**config.mk**
```make
export PLATFORM = sky130hd
export DESIGN_NAME = fetch_unit
export DESIGN_NICKNAME = d
export VERILOG_FILES = /design/src/rtl/fetch_unit.sv
export SDC_FILE = /design/constraint.sdc
export NUM_CORES = 1
export LEC_CHECK = 0
export BUFFER_PORTS_ARGS = -buffer_cell sky130_fd_sc_hd__buf_2
export CAP_MARGIN = 20
export CORE_ASPECT_RATIO = 1.5
export CORE_MARGIN = 4
export CORE_UTILIZATION = 52
export CTS_CLUSTER_DIAMETER = 40
export CTS_CLUSTER_SIZE = 24
export DETAILED_ROUTE_END_ITERATION = 8
export PLACE_DENSITY = 0.83
export SLEW_MARGIN = 20
export SYNTH_ARGS = -nofsm -noshare
export SYNTH_HDL_FRONTEND = slang
export SYNTH_SLANG_ARGS = --single-unit
```
**constraint.sdc**
```tcl
create_clock -name clk -period 2.6 [get_ports clk]
set_input_delay 0.26 -clock clk [delete_from_list [all_inputs] [get_ports clk]]
set_output_delay 0.26 -clock clk [all_outputs]
set_load 0.01 [all_outputs]
```
**src/rtl/fetch_unit.sv**
```systemverilog
// Instruction-fetch stage of the RV32 core: owns the PC and the IF/ID register.
// Optional macro FETCH_ALIGN_CHECK_EN: misaligned redirect targets fault and halt fetch.
module fetch_unit #(
   parameter logic [31:0] RESET_PC   = 32'h0000_0000,
   parameter int unsigned IMEM_BYTES = 1024,
   parameter logic [31:0] NOP_INST   = 32'h0000_0013
) (
   input  logic        clk,
   input  logic        reset,
   output logic [31:0] imem_addr,
   input  logic [31:0] imem_data,
   input  logic        stall,
   input  logic        redirect_valid,
   input  logic [31:0] redirect_pc,
   output logic        id_valid,
   output logic [31:0] id_inst,
   output logic [31:0] id_pc,
   output logic [31:0] id_pc_plus4,
   output logic        halted,
   output logic        fetch_fault,
   output logic [31:0] fault_pc
);

   localparam logic [32:0] IMEM_LIMIT = 33'(IMEM_BYTES);

   logic [31:0] pc_p0;
   logic        vld_p1;
   logic [31:0] inst_p1;
   logic [31:0] pc_p1;
   logic [31:0] pc4_p1;
   logic        halted_q;
   logic        fault_q;
   logic [31:0] fault_pc_q;
   logic        fetch_ok;
   logic        misaligned;

   // Whole word must lie inside memory; 33-bit sum so PCs near 2^32 cannot wrap in.
   function automatic logic pc_in_range(input logic [31:0] pc);
      logic [32:0] last_byte;
      last_byte = {1'b0, pc} + 33'd3;
      return last_byte < IMEM_LIMIT;
   endfunction

`ifdef FETCH_ALIGN_CHECK_EN
   assign misaligned = |redirect_pc[1:0];
`else
   assign misaligned = 1'b0;
`endif

   assign fetch_ok = pc_in_range(pc_p0);

   // Stage p0 -> p1: PC update and IF/ID capture
   always_ff @(posedge clk) begin
      if (reset) begin
         pc_p0      <= RESET_PC;
         vld_p1     <= 1'b0;
         inst_p1    <= NOP_INST;
         pc_p1      <= 32'h0;
         pc4_p1     <= 32'h0;
         halted_q   <= 1'b0;
         fault_q    <= 1'b0;
         fault_pc_q <= 32'h0;
      end else if (redirect_valid) begin
         pc_p0    <= misaligned ? redirect_pc : {redirect_pc[31:2], 2'b00};
         vld_p1   <= 1'b0;
         inst_p1  <= NOP_INST;
         halted_q <= misaligned;
         if (misaligned) begin
            fault_q <= 1'b1;
            if (!fault_q) fault_pc_q <= redirect_pc;
         end
      end else if (halted_q) begin
         vld_p1  <= 1'b0;
         inst_p1 <= NOP_INST;
      end else if (!stall) begin
         if (fetch_ok) begin
            inst_p1 <= imem_data;
            pc_p1   <= pc_p0;
            pc4_p1  <= pc_p0 + 32'd4;
            vld_p1  <= 1'b1;
            pc_p0   <= pc_p0 + 32'd4;
         end else begin
            vld_p1   <= 1'b0;
            inst_p1  <= NOP_INST;
            halted_q <= 1'b1;
            fault_q  <= 1'b1;
            if (!fault_q) fault_pc_q <= pc_p0;
         end
      end
   end

   assign imem_addr   = pc_p0;
   assign id_valid    = vld_p1;
   assign id_inst     = inst_p1;
   assign id_pc       = pc_p1;
   assign id_pc_plus4 = pc4_p1;
   assign halted      = halted_q;
   assign fetch_fault = fault_q;
   assign fault_pc    = fault_pc_q;

endmodule
```
* Yosys cells after proc, flatten, opt, wreduce, memory -nomap -nowiden *
Cells that the tools add are included.

storage, ports and cells
  input port bits = 68
  word-level logic and storage cells = 36
  register bits = 163
  output and inout port bits = 163

cells by class
  order comparisons = 1
  reductions and logical operators = 8
  multiplexer cells = 9
  equal/unequal tests = 2
  add/sub/neg operators = 2
  bitwise operators = 5

operators with widths
  kind                     count
  $mux W32                 5
  $add A32 B2 Y33 const B  1
  $lt A33 B11 Y1 const B   1
  $add A32 B3 Y32 const B  1
  $reduce_and A4 Y1        2
  $reduce_and A3 Y1        2
  $not A1 Y1               5
  $reduce_and A5 Y1        1
  $mux W1                  4
  $reduce_or A3 Y1         1
  $ne A2 B1 Y1 const B     1
  $ne A2 B2 Y1 const B     1
  $reduce_bool A2 Y1       1
  $reduce_or A2 Y1         1

* Logic depth before layout (Yosys ltp) *
Gate-level depths: netlist of run 1.

  depth in word-level cells = 6
  depth in mapped cells = 6

* Worst setup path after synthesis of run 1 *
Ideal clock, no wire load.

  kind = register to register
  start point = register pc_p0[14] (netlist: imem_addr[14])
  end point = register pc_p0[2] (netlist: imem_addr[2])
  stages on the path, launching flop included = 6
  data arrival time = 1568 ps
  buffers on the path = 1
  path slack = 942 ps
  library setup time = 91 ps
  cell sequence = dfxtp_1 > nor4_2 > nand4_2 > buf_2 > or3_1 > a311oi_1

between the ends
  longest elaborated chain between the ends = 4

ends and longest elaborated chain
  element                       line  text
  start: declaration            26    logic [31:0] pc_p0;
  start signal: assignment      64    pc_p0 <= misaligned ? redirect_pc : {redirect_pc[31:2], 2'b00};
  start signal: assignment      81    pc_p0 <= pc_p0 + 32'd4;
  $add A32 B2 Y33               40    last_byte = {1'b0, pc} + 33'd3;
  $lt A33 B11 Y1                41    return last_byte < IMEM_LIMIT;
  $reduce_bool A2 Y1 (no line)  -
  $reduce_and A3 Y1 (no line)   -

Every way passes these cells.
A chain may end at the register's enable or synchronous reset.

* Final worst setup path of run 1 *
Same ends and word-level chain as after synthesis.

==> flow_summary.yaml, run 1 <==
clock_tree:
  ctsHoldBuffers: 0
  clock_insertion_delay_worst_skew_ps: 410
  tritoncts_num_sinks: 155
  htree_num_levels: 4
  clock_tree_buffer_depth: 2
  cts_setup_buffers: 0
  cts-resized-gates: 0
  tritoncts.num_buffers: 17
  tritoncts: "done"
  cts.reportedPaths.clkPinSlew_ps: 70
  clock-root-buffer: "clkbuf_16"
critical_path:
  crit_path_start_kind: "flop"
  setup.worst_path.end_class: "flop"
  cp_data_required_time_ps: 2910
  cpPeakStageDelay_ps: 450
  worst-path-max-fanout: 14
  timing.setup.critical_path_class: "reg -> reg"
  crit_slowest_cell: "nor4_2"
  path_cells: "nor4_2 -> nand4_2 -> buf_4 -> or3_1 -> a311oi_1"
  arrival_ps: 2550
global_routing:
  largest_net_degree_at_the_start_of_global_routing: 64
  grt_pass1_wl_mm: 25.3
  gr-total-overflow: 0
  global_route.usage.total_pct: 24.1
  number_of_antenna_violations_at_the_first_check_in_global_routing: 1
  first_global_vias: 5102
synthesis:
  yosysWarningCount: 0
  netlist_area_mm2: 0.00592
  synth_edf_count: 0
  synth_async_sr_flop_share_pct: 0
  synth.lib_cells_used.distinct: 42
  avgSynthCellArea_um2: 9.65
  area_share_of_the_largest_cell_type_after_synthesis_pct: 52.4
  synth-main-ff-cell: "dfxtp_1"
  synth_largest_area_cell: "dfxtp_1"
  ys_seq_area_share_pct: 52.4
  ys_ff_latch: 155
  post_synth_inst_count: 613
  netlist_top_cells_area: "dfxtp_1 (52%), mux2i_1 (8.6%), nand2_1 (5.8%), and2_1 (4.7%), nand4b_1 (4.3%)"
floorplanning:
  vert_die_dim_um: 139
  core.rowCount: 47
  ioPinCount: 231
  floorplan.die.width_um: 95.1
  start_util_pct: 53.2
  floorplan.die_area_mm2: 0.0132
  core_mm2: 0.0111
pwr:
  p_int_mw: 3.95
  p_leak_nw: 3.40
  seq_power_share_pct: 46.6
  vdd_ir_max_uv: 552
  design_power_total_mw: 5.33
  power.share.clock_pct: 45.0
  power_density_mw_per_mm2: 698
  pwr-share-comb_pct: 8.3
  power.net_switching_mw: 1.38
  net_switching_fraction_of_the_power_pct: 25.9
cells_and_area:
  final_cells: 971
  final_area_mm2: 0.00764
  synthToLayoutAreaGrowth_pct: 29.2
  final_common_cell: "buf_2"
  mostFrequentLayoutCells: "buf_2 (220), dfxtp_1 (155), nand2_1 (91)"
  drive_above_1_share_pct: 33.7
  layout.nets: 879
timing:
  fin_tns_setup_ps: 0
  timing.final.crit_period_ps: 2240
  final.hold.worst_slack_ps: 79.8
  timing.slew.headroom_pct: 50.1
  report.final.slew_viol_count: 0
  timing_hold_violations_final: 0
  unrepaired_setup_endpoints_after_global_routing: "no"
  post-route-period-util_pct: 86.1
  worst-slew-pin-transition_ps: 748
  skew_ps: 10.1
  maxClockFrequency_mhz: 446
  setup_viol: 0
detailed_routing:
  detail_route.vias_per_cell: 5.34
  drc_errors: 0
  vias: 5188
  dr.pass1.iters: 4
  drtIter0Drc: 334
  routed_wirelength_normalized_by_instance_count_um: 16.7
  drtAntennaViolNets: 0
  totalWireLength_mm: 16.2
worst_hold_path:
  hp-class: "in -> reg"
placed_design:
  place_area_mm2: 0.00706
  dp_hpwl_mm: 11.5
  dp_cells: 938
  port-buffer-count: 220
  gp_congestion: 0.847
flow_run:
  max_cap_viol: 0
outcome:
  status: "finished, final reports clean"
[worst paths after layout]
path	start	to	slack, ps	depth (start not counted)
setup / recovery	imem_addr[14]	imem_addr[2]	360	5
hold / removal	redirect_pc[20]	imem_addr[20]	80	3
setup reg to reg	imem_addr[14]	imem_addr[2]	360	5
hold reg to reg	fault_pc[10]	fault_pc[10]	450	2
[logic make-up (layout without fill, tap and decap cells)]
| kind of cell | Yosys count | after routing | share of synthesized area (%) |
|---|---|---|---|
| multiplexers | 51 | 51 | 8.63 |
| AO/OA/AOI/OAI | 91 | 91 | 9.24 |
| other | 1 | 9 | 0.0634 |
| buffers and inverters | 63 | 266 | 4.93 |
| adder cells (fa/ha/maj) | 1 | 1 | 0.211 |
| flip-flops | 155 | 155 | 52.4 |
| AND/OR/NAND/NOR | 244 | 244 | 23.5 |
| XOR/XNOR | 7 | 7 | 1.04 |
[sequential cells by signal (all words and copies together), names as in the netlist]
register	count
id_valid	1
fetch_fault	1
halted	1
id_pc_plus4	30
id_inst	32
id_pc	30
imem_addr	30
fault_pc	30
[cell type report]
cell class / count / area, µm²
clock inverters: 15 / 151
flip-flops and latches: 155 / 3100
inverters: 3 / 11.3
diodes: 1 / 2.50
repair buffers: 231 / 1200
multi-input cells: 402 / 2570
well taps: 147 / 184
fillers: 881 / 3470
clock buffers: 17 / 425
[routing by layer]
| layer | up-vias | routed length (µm) | GRT usage (%) |
|---|---|---|---|
| met5 | - | 0 | 0 |
| met4 | 0 | 430 | 8.75 |
| met3 | 34 | 1410 | 8.47 |
| met2 | 234 | 8260 | 41.7 |
| met1 | 2426 | 6080 | 26.8 |
| li1 | 2494 | - | - |
[worst max-delay path: cells and delay by family (launching register included)]
kind / cells / cell delay (ps)
buf+inv: 1 / 320
compound gates: 1 / 290
simple gates: 3 / 1190
flops: 1 / 330
[synth_stat cells (9+ instances only)]
master    number
dfxtp_1      155
buf_4          9
nand3_1       15
nor2_1        31
o21ai_0       17
and2_1        44
a311oi_1      16
buf_2         17
a21oi_1       48
clkbuf_1      34
nand2_1       91
mux2i_1       51
nand4b_1      29
[power groups by stage]
stage          Combinational [mW]  Clock [mW]  Sequential (mW)
2_1_floorplan               0.268           0             2.54
6_report                    0.444        2.40             2.49
3_5_place_dp                0.436           0             2.54
3_3_place_gp                0.422           0             2.54
5_1_grt                     0.482        2.56             2.49
4_1_cts                     0.441        2.44             2.49
[through the flow]
stage	setup WS, ps	utilization, %
floorplan	942	-
global placement	532	63.5
detailed placement	436	63.5
CTS	370	68.7
global route	228	68.8
finish	360	68.8
Power figures use the tool's default switching activity.
==> inputs of run 2 (changes only) <==
--- a/config.mk
+++ b/config.mk
@@ -14,6 +14,7 @@
 export CTS_CLUSTER_SIZE = 24
 export DETAILED_ROUTE_END_ITERATION = 8
 export PLACE_DENSITY = 0.83
+export REMOVE_ABC_BUFFERS = 1
 export SLEW_MARGIN = 20
 export SYNTH_ARGS = -nofsm -noshare
 export SYNTH_HDL_FRONTEND = slang
==> run 2 against run 1 <==
Global-route usage shrank 0.62 points. Critical path depth is the same. Via count decreased by 0.56%. Count of clock-buffer cells in the layout grew 2. First-iteration DRC count is 40% lower. Combinational power about the same. Sequential share of layout area about the same. Sequential power about the same. Largest power group unchanged.
==> flow_summary.yaml, run 2 (synthesis results as in run 1) <==
outcome:
  status: "finished, final reports clean"
timing:
  fin_tns_setup_ps: 0
  unrepaired_setup_endpoints_after_global_routing: "no"
  timing.final.crit_period_ps: 2130
  maxClockFrequency_mhz: 470
  worst-slew-pin-transition_ps: 1030
  skew_ps: 13.3
  timing.slew.headroom_pct: 31.2
  timing_hold_violations_final: 0
  setup_viol: 0
  post-route-period-util_pct: 81.8
  report.final.slew_viol_count: 0
placed_design:
  port-buffer-count: 220
  gp_congestion: 0.792
  dp_hpwl_mm: 11.2
critical_path:
  arrival_ps: 2450
  timing.setup.critical_path_class: "reg -> reg"
  cp_data_required_time_ps: 2920
  setup.worst_path.end_class: "flop"
  cpPeakStageDelay_ps: 470
  worst_path_dominant_cell_family: "simple AND/OR/NAND/NOR gates"
  crit_path_start_kind: "flop"
  critical_path_buf_inv_count: 1
  path_cells: "nor4_2 -> and4_2 -> buf_4 -> a21oi_1 -> a311oi_1"
  worst-path-max-fanout: 46
  crit_slowest_cell: "and4_2"
global_routing:
  grt_pass1_wl_mm: 24.6
  global_route.usage.total_pct: 23.5
  number_of_antenna_violations_at_the_first_check_in_global_routing: 3
  first_global_vias: 5148
  largest_net_degree_at_the_start_of_global_routing: 69
  gr-total-overflow: 0
worst_hold_path:
  hp-class: "in -> reg"
clock_tree:
  ctsHoldBuffers: 0
  cts.reportedPaths.clkPinSlew_ps: 70
  clock_tree_buffer_depth: 2
  tritoncts.num_buffers: 17
  cts_setup_buffers: 0
  tritoncts_num_sinks: 155
  clock-root-buffer: "clkbuf_16"
  htree_num_levels: 4
  cts-resized-gates: 0
  tritoncts: "done"
  clock_insertion_delay_worst_skew_ps: 420
cells_and_area:
  drive_above_1_share_pct: 33.8
  layout.nets: 881
  largest_register_ffs: 32
  final_common_cell: "buf_2"
  fill_cells: 871
  mostFrequentLayoutCells: "buf_2 (220), dfxtp_1 (155), nand2_1 (91)"
  final_core_utilization_pct: 68.7
  synthToLayoutAreaGrowth_pct: 29.1
detailed_routing:
  drtIter0Drc: 202
  detailroute.wirelength.met3_mm: 1.49
  dr.pass1.iters: 4
  top_layer: "met5"
  drtAntennaViolNets: 0
  totalWireLength_mm: 15.7
  detail_route.vias_per_cell: 5.30
  routedLengthMet1_mm: 6.05
  drc_errors: 0
  vias: 5159
  routed_wirelength_normalized_by_instance_count_um: 16.1
  route.met2.wl_mm: 7.73
floorplanning:
  floorplan.die.width_um: 95.1
  core.rowCount: 47
  core_mm2: 0.0111
  ioPinCount: 231
  vert_die_dim_um: 139
  floorplan.die_area_mm2: 0.0132
  start_util_pct: 53.2
flow_run:
  max_cap_viol: 0
pwr:
  power_density_mw_per_mm2: 681
  vdd_ir_max_uv: 476
  p_leak_nw: 3.41
run 2: area by class of cell:
class                      instances  area (µm²)  share of cell area [%]
sequential                       155        3100                    40.6
multi-input combinational        402        2570                    33.6
timing repair buffer             233        1210                    15.9
clock buffer                      19         453                    5.93
tap                              147         184                    2.41
clock inverter                    13         108                    1.41
inverter                           3        11.3                   0.147
antenna                            1        2.50                  0.0327
run 2: worst reg2reg max path: stages, from the launching register on:
cell and delay, ps:
dfxtp_1 350, nor4_2 370, and4_2 470, buf_4 460, a21oi_1 140, a311oi_1 250
run 2: worst paths after layout:
check	endpoint	start	slack [ps]	cells past startpoint
worst max-delay path	id_pc_plus4[9]	imem_addr[14]	470	5
worst min-delay path	imem_addr[20]	redirect_pc[20]	80	3
worst max register to register	id_pc_plus4[9]	imem_addr[14]	470	5
worst min register to register	fault_pc[23]	fault_pc[23]	450	2
run 2: metal layers:
metal	vias to the layer above	GRT usage, %
met1	2403	25.4
met5	-	0
met3	36	8.69
met2	219	40.4
met4	4	10.0
li1	2497	-
run 2: power by group:
part | internal, mW | total [mW] | switching (mW)
clock network | 1.29 | 2.28 | 0.986
logic | 0.179 | 0.441 | 0.262
registers | 2.42 | 2.48 | 0.0628
run 2: stage by stage:
step | setup WS [ps] | instance area [µm²] | instances | total power [mW] | hold WS [ps]
global route | 274 | 7640 | 973 | 5.40 | 69.6
global placement | 523 | 7070 | 940 | 2.96 | 436
floorplan | -1280 | 5660 | 560 | 2.75 | 329
detailed placement | 346 | 7070 | 940 | 2.97 | 438
finish | 473 | 7640 | 973 | 5.20 | 84.6
CTS | 325 | 7630 | 972 | 5.25 | 70.6
